## src/rtl/ball_motion_ctrl.sv

```systemverilog
// ---------------------------------------------------------------------------
// ball_motion_ctrl
//   Owns the Pong ball position and direction. A free-running frame counter
//   (enabled by run) raises a pending tick once per frame; each taken tick
//   erases the ball at its old position, steps it one pixel per axis with
//   bounce at the screen edges, and redraws it at the new position, using
//   a one-cycle draw_start handshake towards a 4x4 square plotter.
//
// Ports
//   clk          system clock, all state on the rising edge
//   resetn       asynchronous active-low reset
//   run          1 = frame counter advances and the ball moves
//   draw_busy    plotter busy (high the cycle after draw_start until done)
//   draw_start   one-cycle request, plotter latches draw_x/y/colour
//   draw_x       square top-left x
//   draw_y       square top-left y
//   draw_colour  square colour
//   ball_x       current ball x
//   ball_y       current ball y
// ---------------------------------------------------------------------------
module ball_motion_ctrl #(
    parameter int unsigned SCREEN_W    = 160,
    parameter int unsigned SCREEN_H    = 120,
    parameter int unsigned BALL_SIZE   = 4,
    parameter int unsigned FRAME_DIV   = 833333,
    parameter int unsigned START_X     = 78,
    parameter int unsigned START_Y     = 58,
    parameter logic [2:0]  BG_COLOUR   = 3'b000,
    parameter logic [2:0]  BALL_COLOUR = 3'b111
) (
    input  logic       clk,
    input  logic       resetn,
    input  logic       run,
    input  logic       draw_busy,
    output logic       draw_start,
    output logic [7:0] draw_x,
    output logic [6:0] draw_y,
    output logic [2:0] draw_colour,
    output logic [7:0] ball_x,
    output logic [6:0] ball_y
);

    localparam int unsigned CW       = (FRAME_DIV > 1) ? $clog2(FRAME_DIV) : 1;
    localparam logic [CW-1:0] CNT_LAST = CW'(FRAME_DIV - 1);
    localparam logic [7:0] XMAX      = 8'(SCREEN_W - BALL_SIZE);
    localparam logic [6:0] YMAX      = 7'(SCREEN_H - BALL_SIZE);
    localparam logic [7:0] X0        = 8'(START_X);
    localparam logic [6:0] Y0        = 7'(START_Y);

    typedef enum logic [2:0] {
        ST_IDLE       = 3'd0,
        ST_ERASE      = 3'd1,
        ST_ERASE_WAIT = 3'd2,
        ST_MOVE       = 3'd3,
        ST_DRAW       = 3'd4,
        ST_DRAW_WAIT  = 3'd5
    } state_t;

    state_t        state_r;
    state_t        next_state_s;
    logic [CW-1:0] cnt_r;
    logic          tick_pending_r;
    logic          tick_s;
    logic          take_tick_s;
    logic          wait_done_s;
    logic          wait_skip_r;
    logic          dir_x_r;        // 1 = moving +
    logic          dir_y_r;
    logic [7:0]    ball_x_r;
    logic [6:0]    ball_y_r;
    logic [8:0]    step_x_s;       // {new dir, new pos}
    logic [7:0]    step_y_s;
    logic          draw_start_r;
    logic [7:0]    draw_x_r;
    logic [6:0]    draw_y_r;
    logic [2:0]    draw_colour_r;

    // One-pixel step with edge bounce: returns {dir, pos}.
    function automatic logic [8:0] step_x(input logic [7:0] pos, input logic dir);
        logic [8:0] r;
        if (dir) begin
            if (pos == XMAX) r = {1'b0, XMAX - 8'd1};
            else             r = {1'b1, pos + 8'd1};
        end else begin
            if (pos == 8'd0) r = {1'b1, 8'd1};
            else             r = {1'b0, pos - 8'd1};
        end
        return r;
    endfunction

    function automatic logic [7:0] step_y(input logic [6:0] pos, input logic dir);
        logic [7:0] r;
        if (dir) begin
            if (pos == YMAX) r = {1'b0, YMAX - 7'd1};
            else             r = {1'b1, pos + 7'd1};
        end else begin
            if (pos == 7'd0) r = {1'b1, 7'd1};
            else             r = {1'b0, pos - 7'd1};
        end
        return r;
    endfunction

    assign step_x_s    = step_x(ball_x_r, dir_x_r);
    assign step_y_s    = step_y(ball_y_r, dir_y_r);
    assign tick_s      = run && (cnt_r == CNT_LAST);
    // A pending tick is only taken while running, so run=0 parks in IDLE.
    assign take_tick_s = (state_r == ST_IDLE) && tick_pending_r && run;
    // The cycle right after draw_start is ignored; busy may not be up yet.
    assign wait_done_s = !wait_skip_r && !draw_busy;

    // Frame counter: counts 0..FRAME_DIV-1 while run, holds otherwise.
    always_ff @(posedge clk or negedge resetn) begin
        if (!resetn) begin
            cnt_r <= {CW{1'b0}};
        end else if (run) begin
            if (cnt_r == CNT_LAST) cnt_r <= {CW{1'b0}};
            else                   cnt_r <= cnt_r + CW'(1'b1);
        end else begin
            cnt_r <= cnt_r;
        end
    end

    // Pending tick flag; a tick arriving while already pending is dropped.
    always_ff @(posedge clk or negedge resetn) begin
        if (!resetn)          tick_pending_r <= 1'b0;
        else if (take_tick_s) tick_pending_r <= 1'b0;
        else if (tick_s)      tick_pending_r <= 1'b1;
        else                  tick_pending_r <= tick_pending_r;
    end

    // State register.
    always_ff @(posedge clk or negedge resetn) begin
        if (!resetn) state_r <= ST_DRAW;
        else         state_r <= next_state_s;
    end

    // Next-state logic. DRAW is held until its request has been issued,
    // which covers the first pass after reset where draw_start starts at 0.
    always_comb begin
        next_state_s = state_r;
        case (state_r)
            ST_IDLE: begin
                if (take_tick_s) next_state_s = ST_ERASE;
                else             next_state_s = ST_IDLE;
            end
            ST_ERASE:      next_state_s = ST_ERASE_WAIT;
            ST_ERASE_WAIT: begin
                if (wait_done_s) next_state_s = ST_MOVE;
                else             next_state_s = ST_ERASE_WAIT;
            end
            ST_MOVE:       next_state_s = ST_DRAW;
            ST_DRAW: begin
                if (draw_start_r) next_state_s = ST_DRAW_WAIT;
                else              next_state_s = ST_DRAW;
            end
            ST_DRAW_WAIT: begin
                if (wait_done_s) next_state_s = ST_IDLE;
                else             next_state_s = ST_DRAW_WAIT;
            end
            default:       next_state_s = ST_IDLE;
        endcase
    end

    // Ball position and direction, stepped once in MOVE.
    always_ff @(posedge clk or negedge resetn) begin
        if (!resetn) begin
            ball_x_r <= X0;
            ball_y_r <= Y0;
            dir_x_r  <= 1'b1;
            dir_y_r  <= 1'b1;
        end else if (state_r == ST_MOVE) begin
            ball_x_r <= step_x_s[7:0];
            dir_x_r  <= step_x_s[8];
            ball_y_r <= step_y_s[6:0];
            dir_y_r  <= step_y_s[7];
        end else begin
            ball_x_r <= ball_x_r;
            ball_y_r <= ball_y_r;
            dir_x_r  <= dir_x_r;
            dir_y_r  <= dir_y_r;
        end
    end

    // Plotter request registers: draw_start aligned with ERASE/DRAW, and the
    // square fields loaded only on entry to ERASE/DRAW so they stay stable
    // through the following wait state.
    always_ff @(posedge clk or negedge resetn) begin
        if (!resetn) begin
            draw_start_r  <= 1'b0;
            draw_x_r      <= X0;
            draw_y_r      <= Y0;
            draw_colour_r <= BALL_COLOUR;
            wait_skip_r   <= 1'b0;
        end else begin
            draw_start_r <= (next_state_s == ST_ERASE) || (next_state_s == ST_DRAW);
            wait_skip_r  <= draw_start_r;
            if (next_state_s == ST_ERASE) begin
                draw_x_r      <= ball_x_r;
                draw_y_r      <= ball_y_r;
                draw_colour_r <= BG_COLOUR;
            end else if (next_state_s == ST_DRAW) begin
                if (state_r == ST_MOVE) begin
                    draw_x_r <= step_x_s[7:0];
                    draw_y_r <= step_y_s[6:0];
                end else begin
                    draw_x_r <= ball_x_r;
                    draw_y_r <= ball_y_r;
                end
                draw_colour_r <= BALL_COLOUR;
            end else begin
                draw_x_r      <= draw_x_r;
                draw_y_r      <= draw_y_r;
                draw_colour_r <= draw_colour_r;
            end
        end
    end

    assign draw_start  = draw_start_r;
    assign draw_x      = draw_x_r;
    assign draw_y      = draw_y_r;
    assign draw_colour = draw_colour_r;
    assign ball_x      = ball_x_r;
    assign ball_y      = ball_y_r;

endmodule

```

## config.mk

```make
export PLATFORM = sky130hd
export DESIGN_NAME = ball_motion_ctrl
export DESIGN_NICKNAME = d
export VERILOG_FILES = /design/src/rtl/ball_motion_ctrl.sv
export SDC_FILE = /design/constraint.sdc
export NUM_CORES = 1
export LEC_CHECK = 0
export ABC_AREA = 1
export ABC_CLOCK_PERIOD_IN_PS = 1600
export BUFFER_PORTS_ARGS = -buffer_cell sky130_fd_sc_hd__buf_2
export CAP_MARGIN = 30
export CORE_UTILIZATION = 50
export DETAILED_ROUTE_END_ITERATION = 6
export GPL_ROUTABILITY_DRIVEN = 0
export HOLD_SLACK_MARGIN = 0.12
export PLACE_DENSITY = 0.72
export REMOVE_ABC_BUFFERS = 1
export SLEW_MARGIN = 0
export SYNTH_ARGS = -nofsm -noshare
export SYNTH_HDL_FRONTEND = slang
export SYNTH_SLANG_ARGS = --single-unit
export TNS_END_PERCENT = 20
```

## constraint.sdc

```tcl
create_clock -name clk -period 1.6 [get_ports clk]
set_input_delay 0.08 -clock clk [delete_from_list [all_inputs] [get_ports clk]]
set_output_delay 0.08 -clock clk [all_outputs]
set_load 0.1 [all_outputs]
```

==> impl_summary.md <==
Clocking
The clock insertion delay at the later pin of the skew report is 0.34 ns. The clock-pin slew on the worst setup and hold paths is 0.07 ns. The TritonCTS clock tree is yes. The number of clock sinks seen by CTS is 59.

The root buffer cell chosen for the clock tree is sky130_fd_sc_hd__clkbuf_8. The maximum number of buffers from clock root to sink is 2. The H-tree generated during clock tree synthesis spans 3 levels. The TritonCTS buffer count is 9.

Synthesis
Sorting the synthesized cells by how often they occur yields 170 x sky130_fd_sc_hd__nand2_1, 71 x sky130_fd_sc_hd__nand3_1, 69 x sky130_fd_sc_hd__inv_1. The multiplexer area fraction after synthesis is 0%. The top cell type's share of synthesized area is 26.6%. The fraction of registers with async set/reset is 100%. In the synthesized netlist the dominant register cell turns out to be sky130_fd_sc_hd__dfrtp_1. For this run, the register share of the synthesized area comes to 40.9%. In the post-synthesis netlist, the biggest area contributors are sky130_fd_sc_hd__dfrtp_1 27%, sky130_fd_sc_hd__nand2_1 17%, sky130_fd_sc_hd__dfstp_2 14%.

The number of enable-type register cells in the synthesized netlist is 0. After Yosys synthesis, and, or, nand and nor cells account for 40.1% of the synthesized area. By instance count, the leading cell after synthesis is sky130_fd_sc_hd__nand2_1.

During synthesis, Yosys emitted a total of 0 warnings. After synthesis, the netlist uses 31 different library cells. The synthesized netlist devotes 1.43% of its cell area to XOR and XNOR gates. The gate count after technology mapping is 536. In this run, synthesis produced a sequential element count of 59. Each instance of the synthesized netlist takes up on average 6.85 µm².

Summing every instance area after synthesis gives 3670 µm². The combinational family with the most area after synthesis is simple AND/OR/NAND/NOR gates. The adder and majority cell fraction of the synthesized area is 2.73%. The share of the synthesized area in compound gates (AO/OA/AOI/OAI) is 5.83%. The library cell occupying the most area in the post-synthesis netlist is sky130_fd_sc_hd__dfrtp_1.

Worst setup path
The number of buffers and inverters on the critical path is 1. The critical path in this run is classified as flop to flop. At the worst endpoint, the required time is 1.87 ns. Across all register-to-register paths, the minimum setup slack is -0.05 ns. STA classifies the critical path startpoint as a flop. The maximum fanout encountered on the critical timing path is 3. Traced cell by cell, the critical path runs through buf_6, ha_4, nand2_4, nor2_4, nand2_2, nor3_4, nand2_2, nor2_2, nor2_1, nor2_1.

The cell class contributing the biggest share of worst-path delay is simple AND/OR/NAND/NOR gates. The cell with the largest stage delay on the worst path is sky130_fd_sc_hd__dfrtp_1. Data on the critical path arrives at its endpoint at 1.92 ns. For this run, the slowest stage of the critical path takes 0.36 ns. The kind of end point of the critical path is a flop.

GRT
The first global-routing pass estimated 15.4 mm of wire. The maximum number of pins on one net before global-route repair is 60. The final global-route overflow total is 0.

The initial antenna violation count is 0. The number of global-route vias before repair is 3390. In the global route stage, overall resource usage came out at 25.9%.

Finish
Cells with a size suffix above 1 make up 26.9% of the layout. The post-layout utilization of the core is 67.7%. The layout net count is 628. Fill cells in the final layout number 567.

The layout overhead on the synthesized area is 28.1%. 0 antenna diodes ended up in the layout.

Route
Dividing the detail-routed wire length by the instance count gives 13.6 µm. The number of nets with antenna violations after detailed routing is 0. The final layout contains routed wiring with a total length of 9.74 mm.

In this run, the number of DRC markers left after iteration 0 of detailed routing was 310. The via count is 3822. The per-cell via count in the routed design is 5.33. Before antenna repair, the detailed router went through 5 iterations. For this run, design rule violations remaining after detail routing come to 0.

Place
In this run the tool buffered the top-level ports with 37 buffer cells. The post-DP HPWL is 6.51 mm.

STA
Setup repair after global routing could not meet its margin everywhere. The routed design could run at a clock period as short as 1.65 ns. Setup slack on the critical path of the routed design comes to -0.0477 ns. The final critical path takes up 103% of the cycle. The worst pin sits at a relative slew slack of 67.3%. The hold slack is 0.146 ns.

The max-slew violation count is 0. Static timing analysis puts the maximum clock frequency at 0.607 GHz. The final worst clock skew is 0.0116 ns. Summed over all failing endpoints, the final setup total negative slack is -0.0477 ns. The final-report hold violation count came to 0. The slew at the pin with the worst max-slew slack is 0.494 ns. Setup violations remaining at the end of the flow were counted as 1.

Die
The die covers 7690 µm². The floorplan step set the die width to 87.7 µm. The number of cell rows is 30. For this configuration, the core starts out at a cell density of 52.8%. In this run the vertical extent of the chip is 87.7 µm. The I/O pin count is 38. The area of the placeable core is 6940 µm².

Hold path
The tightest min-delay check is of the primary input to flop type.

Run status
The run finished, with violations left. The final reports fail on setup timing.

Run
The max-capacitance violation count is 0.
-- cell families after synthesis --
group           after synthesis
xor+xnor                      6
simple gates                343
fa+ha+maj                     8
compound gates               38
flops                        59
buf+inv                      82
-- repair_timing --
item,in CTS,in global routing
endpoints found under the hold margin,59,0
hold buffers,1,0
setup buffers,0,5
resized for setup,10,54
pin swaps,1,16
setup endpoints to repair,19,42
-- worst paths after layout --
kind / startpoint / to / cells after the start
min: run / cnt_r[18]$_DFFE_PN0P_ / 3
min in group asynchronous: resetn / ball_x[4]$_DFF_PN0_ / 3
max: cnt_r[1]$_DFFE_PN0P_ / cnt_r[12]$_DFFE_PN0P_ / 10
min reg2reg: draw_start$_DFF_PN0_ / wait_skip_r$_DFF_PN0_ / 0
max reg2reg: cnt_r[1]$_DFFE_PN0P_ / cnt_r[12]$_DFFE_PN0P_ / 10
max in group asynchronous: resetn / draw_y[5]$_DFFE_PN1P_ / 3
-- area by class of cell --
class,count,area (µm²),share of cell area [%]
tap,96,120,2.55
clock inverter,5,77.6,1.65
sequential,59,1500,32.0
timing repair buffer,80,563,12.0
clock buffer,11,141,3.01
multi-input combinational,395,2030,43.2
inverter,71,267,5.67
-- per-layer routing --
metal	global-route usage (%)	vias up	wire, µm
li1	-	1879	-
met1	37.1	1756	4310
met2	39.1	161	4520
met3	4.43	26	660
met4	9.99	0	245
met5	0	-	0
-- cells in the final DEF (no fill, tap or decap), types with 4 or more instances in the layout --
| cell | Yosys | layout |
|---|---|---|
| sky130_fd_sc_hd__nor2_1 | 62 | 45 |
| sky130_fd_sc_hd__nand3_2 | 0 | 4 |
| sky130_fd_sc_hd__nor3_1 | 13 | 12 |
| sky130_fd_sc_hd__and2_1 | 4 | 4 |
| sky130_fd_sc_hd__nand3_1 | 71 | 66 |
| sky130_fd_sc_hd__nand2_1 | 170 | 162 |
| sky130_fd_sc_hd__nand4_1 | 14 | 14 |
| sky130_fd_sc_hd__inv_2 | 2 | 6 |
| sky130_fd_sc_hd__dfrtp_1 | 39 | 38 |
| sky130_fd_sc_hd__a21oi_1 | 8 | 6 |
| sky130_fd_sc_hd__nor2_4 | 0 | 5 |
| sky130_fd_sc_hd__o21ai_0 | 22 | 19 |
| sky130_fd_sc_hd__o21ai_1 | 1 | 4 |
| sky130_fd_sc_hd__nand2_2 | 0 | 7 |
| sky130_fd_sc_hd__nor2_2 | 2 | 14 |
| sky130_fd_sc_hd__buf_4 | 3 | 39 |
| sky130_fd_sc_hd__inv_1 | 69 | 65 |
| sky130_fd_sc_hd__buf_2 | 4 | 34 |
| sky130_fd_sc_hd__clkbuf_8 | 0 | 10 |
| sky130_fd_sc_hd__dfstp_2 | 20 | 20 |
| sky130_fd_sc_hd__xor2_1 | 6 | 6 |
-- through the flow --
| step | worst slack, ns | cells | cell area [µm²] |
|---|---|---|---|
| final | -0.0477 | 717 | 4700 |
| after CTS | -0.00228 | 712 | 4480 |
| after detailed placement | -0.0797 | 695 | 4230 |
| after global placement | -0.0293 | 695 | 4230 |
| after global routing | -0.149 | 717 | 4700 |
| after floorplan | -0.720 | 525 | 3600 |
-- state kept, by name, indices dropped and copies added (netlist names) --
signal	cells
dir_y_r	1
cnt_r	20
draw_start	1
draw_colour	1
tick_pending_r	1
ball_x	8
ball_y	7
state_r	3
draw_y	7
wait_skip_r	1
draw_x	8
dir_x_r	1
-- worst reg2reg max path, cell delays in order, from the launching register on --
cell and delay [ns]:
sky130_fd_sc_hd__dfrtp_1 0.36, sky130_fd_sc_hd__buf_6 0.12, sky130_fd_sc_hd__ha_4 0.15, sky130_fd_sc_hd__nand2_4 0.06, sky130_fd_sc_hd__nor2_4 0.13, sky130_fd_sc_hd__nand2_2 0.10
sky130_fd_sc_hd__nor3_4 0.25, sky130_fd_sc_hd__nand2_2 0.10, sky130_fd_sc_hd__nor2_2 0.12, sky130_fd_sc_hd__nor2_1 0.05, sky130_fd_sc_hd__nor2_1 0.13
Power is left out: the tool's default activity adds up to more than one toggle a clock period on the data nets, which glitch-free logic cannot reach.
